**config.mk**
```make
export PLATFORM = sky130hd
export DESIGN_NAME = vga_buf_reader
export DESIGN_NICKNAME = d
export VERILOG_FILES = /design/src/rtl/vga_buf_reader.sv
export SDC_FILE = /design/constraint.sdc
export NUM_CORES = 1
export LEC_CHECK = 0
export CORE_ASPECT_RATIO = 2
export CORE_MARGIN = 1
export CORE_UTILIZATION = 48
export CTS_CLUSTER_SIZE = 28
export DETAILED_ROUTE_END_ITERATION = 12
export PLACE_DENSITY = 0.86
export SLEW_MARGIN = 20
export SYNTH_ARGS = -nofsm -noshare
export SYNTH_HDL_FRONTEND = slang
export SYNTH_SLANG_ARGS = --single-unit
```
**constraint.sdc**
```tcl
create_clock -name clk -period 2.7 [get_ports clk]
set_input_delay 0.27 -clock clk [delete_from_list [all_inputs] [get_ports clk]]
set_output_delay 0.27 -clock clk [all_outputs]
set_load 0.03 [all_outputs]
```
**src/rtl/vga_buf_reader.sv**
```systemverilog
// vga_buf_reader: scans the 320x240x12 frame buffer and drives 640x480@60 VGA, 2x2 pixel-doubled.
// Latency: D = RD_LATENCY+2 clk from raster counters to rgb/sync/blank; vblank_start is undelayed.
// Backpressure: none; one free-running buffer read per pixel clock. Option macro: TEST_PATTERN_EN.
module vga_buf_reader #(
  parameter int RD_LATENCY = 2,   // buffer read latency addr->data, legal 1..4
  parameter int H_ACTIVE   = 640,
  parameter int H_FP       = 16,
  parameter int H_SYNC     = 96,
  parameter int H_BP       = 48,
  parameter int V_ACTIVE   = 480,
  parameter int V_FP       = 10,
  parameter int V_SYNC     = 2,
  parameter int V_BP       = 33
) (
  input  logic        clk,
  input  logic        reset_n,
  output logic [16:0] vga_out_addr,
  input  logic [11:0] pixel_in,
  input  logic        test_mode,
  output logic [11:0] rgb_out,
  output logic        hsync_n,
  output logic        vsync_n,
  output logic        blank,
  output logic        vblank_start
);

  // D counts counter stage -> address register -> RD_LATENCY -> rgb register
  localparam int D = RD_LATENCY + 2;

  localparam logic [9:0] H_LAST   = 10'(H_ACTIVE + H_FP + H_SYNC + H_BP - 1);
  localparam logic [9:0] V_LAST   = 10'(V_ACTIVE + V_FP + V_SYNC + V_BP - 1);
  localparam logic [9:0] H_ACT    = 10'(H_ACTIVE);
  localparam logic [9:0] V_ACT    = 10'(V_ACTIVE);
  localparam logic [9:0] HS_FIRST = 10'(H_ACTIVE + H_FP);
  localparam logic [9:0] HS_LAST  = 10'(H_ACTIVE + H_FP + H_SYNC - 1);
  localparam logic [9:0] VS_FIRST = 10'(V_ACTIVE + V_FP);
  localparam logic [9:0] VS_LAST  = 10'(V_ACTIVE + V_FP + V_SYNC - 1);

  logic [9:0]   hcount_q, hcount_d;
  logic [9:0]   vcount_q, vcount_d;
  logic         active_s0, hsync_s0, vsync_s0;
  logic [16:0]  pix_addr_s0;
  logic [16:0]  addr_q, addr_d;
  logic [D-1:0] act_q, act_d;
  logic [D-1:0] hs_q, hs_d;
  logic [D-1:0] vs_q, vs_d;
  logic [11:0]  rgb_q, rgb_d;
  logic [11:0]  pix_sel;

  // Free-running raster counters: h wraps at end of line and steps v, v wraps at end of frame
  always_comb begin
    hcount_d = hcount_q + 10'd1;
    vcount_d = vcount_q;
    if (hcount_q == H_LAST) begin
      hcount_d = 10'd0;
      vcount_d = (vcount_q == V_LAST) ? 10'd0 : vcount_q + 10'd1;
    end
  end

  // Counter-stage decode: visible area, sync windows and the half-resolution buffer address
  always_comb begin
    active_s0   = (hcount_q < H_ACT) && (vcount_q < V_ACT);
    hsync_s0    = (hcount_q >= HS_FIRST) && (hcount_q <= HS_LAST);
    vsync_s0    = (vcount_q >= VS_FIRST) && (vcount_q <= VS_LAST);
    // Dropping bit 0 of each counter repeats every buffer word over 2 columns and 2 lines
    pix_addr_s0 = ({8'd0, vcount_q[9:1]} * 17'd320) + {8'd0, hcount_q[9:1]};
  end

  // Address register plus sync/active delay lines that follow the read data down the pipe
  always_comb begin
    addr_d = active_s0 ? pix_addr_s0 : 17'd0;
    act_d  = {act_q[D-2:0], active_s0};
    hs_d   = {hs_q[D-2:0], hsync_s0};
    vs_d   = {vs_q[D-2:0], vsync_s0};
  end

`ifdef TEST_PATTERN_EN
  logic [2:0]            bar_s0;
  logic [D-2:0][2:0]     bar_q, bar_d;

  // Colour-bar index (column/80) delayed to the stage where read data returns
  always_comb begin
    bar_s0 = 3'd0;
    for (int k = 1; k < 8; k++) begin
      if (hcount_q >= 10'(k * 80)) bar_s0 = 3'(k);
    end
    bar_d = {bar_q[D-3:0], bar_s0};
  end

  // Bar index delay line
  always_ff @(posedge clk or negedge reset_n) begin
    if (!reset_n) bar_q <= '0;
    else          bar_q <= bar_d;
  end
`else
  // Without the pattern generator the mode pin has no function
  logic unused_test_mode;
  assign unused_test_mode = test_mode;
`endif

  // Pixel source at the data-return stage; anything outside the visible area is forced black
  always_comb begin
    pix_sel = pixel_in;
`ifdef TEST_PATTERN_EN
    if (test_mode) begin
      pix_sel = {{4{bar_q[D-2][2]}}, {4{bar_q[D-2][1]}}, {4{bar_q[D-2][0]}}};
    end
`endif
    rgb_d = act_q[D-2] ? pix_sel : 12'h000;
  end

  // All pipeline state; reset parks the raster at (0,0) with everything blanked
  always_ff @(posedge clk or negedge reset_n) begin
    if (!reset_n) begin
      hcount_q <= 10'd0;
      vcount_q <= 10'd0;
      addr_q   <= 17'd0;
      act_q    <= '0;
      hs_q     <= '0;
      vs_q     <= '0;
      rgb_q    <= 12'h000;
    end else begin
      hcount_q <= hcount_d;
      vcount_q <= vcount_d;
      addr_q   <= addr_d;
      act_q    <= act_d;
      hs_q     <= hs_d;
      vs_q     <= vs_d;
      rgb_q    <= rgb_d;
    end
  end

  assign vga_out_addr = addr_q;
  assign rgb_out      = rgb_q;
  assign blank        = ~act_q[D-1];
  assign hsync_n      = ~hs_q[D-1];
  assign vsync_n      = ~vs_q[D-1];
  // Frame tick for the writer, taken straight from the counters (not pixel-aligned)
  assign vblank_start = (hcount_q == 10'd0) && (vcount_q == V_ACT);

endmodule

```
==> reports/metrics.cfg, run 1 <==
[outcome]
status = finished, violations left
violations = design-rule violations, negative setup slack

[synthesis]
synthCells = 274
synth-seq-cells = 61
synth_area_sq_um = 2990
synth.avg_cell_area_sq_um = 10.9
synth_warnings = 0
synth_cell_types = 45
synth_nets = 312
ys_seq_area_frac = 0.511

[floorplanning]
die-area_sq_um = 6560
die_w_microns = 57.8
rows = 40
coreArea_sq_um = 6010
initial_core_util = 0.498
ios = 48
die_y_microns = 114

[finish]
seqCellArea_sq_um = 1530
multi_input_area_sq_um = 1470
diodes = 0
layout_commonest_cell = dfrtp_1
stdcell_area_sq_um = 4000
syn_to_final_growth_pct = 33.8
fin_util = 0.666
mostFrequentLayoutCells = dfrtp_1 (61), clkdlybuf4s50_1 (45), nor2_1 (22), and2_1 (22), buf_4 (22)
fillerInstances = 433
fin_nets = 383
final_layout_size_suffix_gt1_frac = 0.152

[critical_path]
worst_ep_required_time_ns = 2.95
path_class = reg2reg
endpoint_kind = register
crit_path_cell_trace = ha_1, ha_1, fa_2, buf_4, xor2_2, nand4_1, or3_4, or3_1, a21oi_1
crit_arrival_ns = 2.96
cpMostUsedCell = ha_1
cp_max_fo = 3
crit_path_max_incr_delay_ns = 0.38
crit_family = adder cells
start_kind = register
crit_buf_inv = 1
crit_slowest_cell = or3_4

[detailed_routing]
drtIter0Drc = 113
routed_wl_mm = 6.77
drt-pass1-iter-count = 9
num_vias = 2359
final_antenna_net_count = 0
viasPerCell = 5.73
wl_per_cell_microns = 16.4
drc = 5

[placed_design]
io_buffers = 46
post_dp_cell_area_sq_um = 3640
dp_hpwl_mm = 4.72
gp_congestion = 0.919

[timing]
hold_violations = 0
worst_pin_slew_ns = 0.740
worst_slew_margin_rel = 0.507
skew_ns = 0.00482
max_freq_mhz = 369
min_period_over_period = 1.00
setup_viol = 1
slew_viol_final = 0
period_needed_ns = 2.71
fin_ws_ns = -0.00937

[cts]
clk_latency_ns = 0.33
cts_buffer_depth = 2
cts_buffers = 9
cts_tree = built
cts_root_buf = clkbuf_16
cts.sinks = 61
cts_max_level = 3
cts.clk_slew.worst_paths_ns = 0.05
cts_hold_buf = 0

[global_routing]
grt_pass1_wl_mm = 10.7
grt_max_degree = 62
grt_pass1_vias = 2437
grt.total_usage = 0.222
overflow = 0
antenna_found_initial = 0

[worst_hold_path]
hold_class = in2async

[pwr]
powerDensity_nw_per_um2 = 503
power.leakage_nw = 1.88
peakVddDrop_uv = 283
p_total_mw = 2.01

[run]
maxCapViolCount = 0

## cells in the mapped netlist (all sizes together)
cell type / n / share of area
nand4: 6 / 0.013
o21ai: 14 / 0.023
or3: 4 / 0.010
and4: 6 / 0.018
a31o: 1 / 0.0029
nand2: 13 / 0.016
a31oi: 2 / 0.0042
fa: 2 / 0.013
nor2: 22 / 0.028
mux2i: 1 / 0.0034
a2111oi: 2 / 0.0084
a211o: 1 / 0.0029
o21a: 1 / 0.0029
o211ai: 1 / 0.0025
nor4: 6 / 0.015
nand4b: 1 / 0.0029
nand3: 5 / 0.0084
mux2: 1 / 0.0038
nor3: 3 / 0.0050
ha: 21 / 0.088
xor2: 8 / 0.023
nor3b: 2 / 0.0050
nor2b: 4 / 0.0084
nand2b: 3 / 0.0063
inv: 12 / 0.015
and3: 5 / 0.010
nor4b: 1 / 0.0029
a311o: 1 / 0.0034
a21o: 3 / 0.0075
buf: 4 / 0.0067
o31ai: 3 / 0.0075
o211a: 1 / 0.0034
dfrtp: 61 / 0.51
a211oi: 3 / 0.0075
and2: 22 / 0.046
or3b: 1 / 0.0029
a221o: 1 / 0.0034
clkbuf: 4 / 0.0050
or2: 1 / 0.0021
xnor2: 10 / 0.029
a21oi: 7 / 0.012
nand3b: 4 / 0.010
## cell type report
class	count	area share
Sequential cell	61	0.382
Multi-Input combinational cell	193	0.367
Timing Repair Buffer	68	0.155
Clock buffer	13	0.0626
Tap cell	63	0.0197
Inverter	12	0.0113
Clock inverter	2	0.00250
## registers in the layout, indices dropped and copies added (netlist names)
signal,flops
vga_out_addr,17
vcount_q,10
vs_q,4
hcount_q,10
act_q,4
rgb_out,12
hs_q,4
## worst paths after layout
kind	startpoint	endpoint	slack, ns	cells past startpoint
min in group clk	act_q[0]$_DFF_PN0_	act_q[1]$_DFF_PN0_	0.35	0
max in group asynchronous	reset_n	vcount_q[5]$_DFFE_PN0N_	2.12	2
max reg2reg	vcount_q[2]$_DFFE_PN0N_	vga_out_addr[14]$_DFF_PN0_	-0.009	9
min reg2reg	act_q[0]$_DFF_PN0_	act_q[1]$_DFF_PN0_	0.35	0
max	vcount_q[2]$_DFFE_PN0N_	vga_out_addr[14]$_DFF_PN0_	-0.009	9
min	reset_n	rgb_out[0]$_DFF_PN0_	0.09	2
## through the flow
| step | instances | setup TNS (ns) | hold WS (ns) | setup slack [ns] |
|---|---|---|---|---|
| final | 412 | -0.00937 | 0.0901 | -0.00937 |
| after global routing | 412 | -0.0568 | 0.175 | -0.0489 |
| after CTS | 411 | 0 | 0.115 | 0.0323 |
| after detailed placement | 395 | -0.0344 | 0.341 | -0.0344 |
| after global placement | 395 | -0.0103 | 0.333 | -0.00857 |
| after floorplan | 274 | 0 | -0.0256 | 0.0852 |
## layer usage
layer	track usage	up-vias	share of wire	wire length, microns
met2	0.408	74	0.57	3850
met1	0.197	1159	0.34	2330
li1	-	1103	-	-
met4	0.151	0	0.046	310
met5	0	-	0	0
met3	0.0703	23	0.041	277
## what timing repair did
item / CTS / global route
gates resized for setup: 4 / 10
setup buffers: 1 / 1
endpoints found under the setup margin: 3 / 3
pin swaps: 1 / 4
## cells by family after synthesis
kind of cell | synth area share
and+or+nand+nor | 0.209
AOI/OAI and AO/OA | 0.0917
xor gates and xnor gates | 0.0528
muxes | 0.00712
adders and majority gates | 0.101
buffers and inverters | 0.0268
DFF | 0.511
## report_power, final
part           switching [mW]  internal [mW]  leakage, nW
Clock                   0.368          0.636        0.129
Combinational          0.0431         0.0361        0.971
Sequential            0.00203          0.925        0.779
Total                   0.413           1.60         1.88
(Power assumes the default switching activity.)
==> inputs of run 2 (changes only) <==
CORE_UTILIZATION = 53   (was 48)
HOLD_SLACK_MARGIN = 0.02   (was unset)
PLACE_DENSITY = 0.89   (was 0.86)
clock period = 2.61 ns   (was 2.7 ns; I/O delays follow)
==> run 2 against run 1 <==
Compared with the run above: the run ends with negative setup slack left; worst hold slack lost 0.021 ns; power down 11%; core utilization up 6.5 points; sequential share of layout area is 0.39 points higher; critical path type unchanged; largest cell class unchanged.
==> reports/metrics.cfg, run 2 (same netlist as run 1, synthesis figures left out) <==
[cts]
cts_root_buf = clkbuf_8
clk_latency_ns = 0.34
cts.clk_slew.worst_paths_ns = 0.07
cts_hold_buf = 0
cts_buffers = 9
cts_max_level = 3
cts.sinks = 61
cts_buffer_depth = 2
cts_tree = built

[worst_hold_path]
hold_class = in2async

[detailed_routing]
drtIter0Drc = 54
wl_per_cell_microns = 16.0
routed_wl_mm = 6.67
drc = 0
viasPerCell = 5.75
drt-pass1-iter-count = 4
final_antenna_net_count = 0
num_vias = 2393

[placed_design]
dp_hpwl_mm = 4.56
post_dp_cell_area_sq_um = 3680
io_buffers = 46
gp_congestion = 0.876

[finish]
syn_to_final_growth_pct = 32.5
layout_commonest_cell = dfrtp_1
final_layout_size_suffix_gt1_frac = 0.171
fin_util = 0.730
diodes = 0
seqCellArea_sq_um = 1530
multi_input_area_sq_um = 1460
fillerInstances = 382
mostFrequentLayoutCells = dfrtp_1 (61), clkdlybuf4s50_1 (44), buf_4 (27)
fin_nets = 389
largest_reg_flops = 17
stdcell_area_sq_um = 3960

[pwr]
power.leakage_nw = 1.90
powerDensity_nw_per_um2 = 450
peakVddDrop_uv = 420

[floorplanning]
die_y_microns = 108
initial_core_util = 0.551
ios = 48
coreArea_sq_um = 5420
rows = 38
die-area_sq_um = 5960
die_w_microns = 55.1

[timing]
worst_pin_slew_ns = 0.732
slew_viol_final = 0
skew_ns = 0.00634
period_needed_ns = 2.67
rsz0062_at_grt = yes
hold_violations = 0
worst_slew_margin_rel = 0.512
max_freq_mhz = 375
min_period_over_period = 1.02
worst_hold_slack_ns = 0.0690
setup_viol = 2
fin_ws_ns = -0.0566

[critical_path]
reg2reg_depth = 9
crit_arrival_ns = 2.94
start_kind = register
cp_max_fo = 3
r2r_end = vga_out_addr[14]$_DFF_PN0_
endpoint_kind = register
rrSetupSlack_ns = -0.06
path_class = reg2reg
regToRegStartpoint = vcount_q[2]$_DFFE_PN0N_
worst_ep_required_time_ns = 2.88

[run]
maxCapViolCount = 0

[global_routing]
globalRouteMet2Util = 0.454
grt_pass1_wl_mm = 10.8
grtUsageMet1 = 0.243
grt.total_usage = 0.256
overflow = 0
antenna_found_initial = 0
globalRoute.busiestLayer = met2
grtUsageMet3 = 0.0661
grt_pass1_vias = 2495
grt_max_degree = 62

[outcome]
status = finished, violations left
violations = negative setup slack

==> run 2: worst max path at each step <==
stage	startpoint	to	slack, ns	cells past startpoint
after floorplan	vcount_q[2]$_DFFE_PN0N_	vga_out_addr[16]$_DFF_PN0_	0.02	8
after global placement	vcount_q[2]$_DFFE_PN0N_	vga_out_addr[16]$_DFF_PN0_	0.02	9
after detailed placement	vcount_q[2]$_DFFE_PN0N_	vga_out_addr[16]$_DFF_PN0_	-0.06	9
after CTS	vcount_q[4]$_DFFE_PN0N_	vblank_start	0.03	5
after global routing	vcount_q[2]$_DFFE_PN0N_	vga_out_addr[14]$_DFF_PN0_	-0.12	9
final	vcount_q[2]$_DFFE_PN0N_	vga_out_addr[14]$_DFF_PN0_	-0.06	9
==> run 2: per-layer routing <==
metal / share of wire / routed length [microns]
met4: 0.048 / 318
met1: 0.35 / 2360
met5: 0 / 0
met2: 0.56 / 3710
met3: 0.041 / 274
==> run 2: repair_timing <==
| action | CTS | global route |
|---|---|---|
| pin swaps | 0 | 5 |
| setup buffers | 0 | 3 |
| gates resized for setup | 4 | 8 |
| endpoints found under the setup margin | 2 | 4 |
==> run 2: stage by stage <==
stage | TNS (ns) | total power, mW | setup slack [ns] | cells
floorplan | 0 | 1.00 | 0.0151 | 274
global placement | 0 | 1.06 | 0.0213 | 397
detailed placement | -0.0590 | 1.06 | -0.0590 | 397
CTS | 0 | 1.80 | 0.0283 | 413
global route | -0.274 | 1.86 | -0.122 | 416
finish | -0.0776 | 1.78 | -0.0566 | 416
==> run 2: layout make-up <==
class | count | share of cell area
inverters | 12 | 0.0114
flip-flops and latches | 61 | 0.386
repair buffers | 74 | 0.170
multi-input cells | 193 | 0.369
clock inverters | 4 | 0.00569
well taps | 60 | 0.0190
clock buffers | 12 | 0.0392
==> run 2: critical path, stage by stage, from the launching register on <==
cell	delay, ns
dfrtp_1	0.43
ha_4	0.27
ha_4	0.17
fa_2	0.41
buf_6	0.13
xor2_2	0.14
nand4_1	0.15
or3_4	0.44
or3_1	0.31
a21oi_1	0.14
==> run 2: power breakdown <==
part | internal [mW] | leakage [nW] | switching, mW
clock | 0.391 | 0.0921 | 0.354
combinational | 0.0373 | 1.03 | 0.0441
sequential | 0.955 | 0.779 | 0.00224
total | 1.38 | 1.90 | 0.400
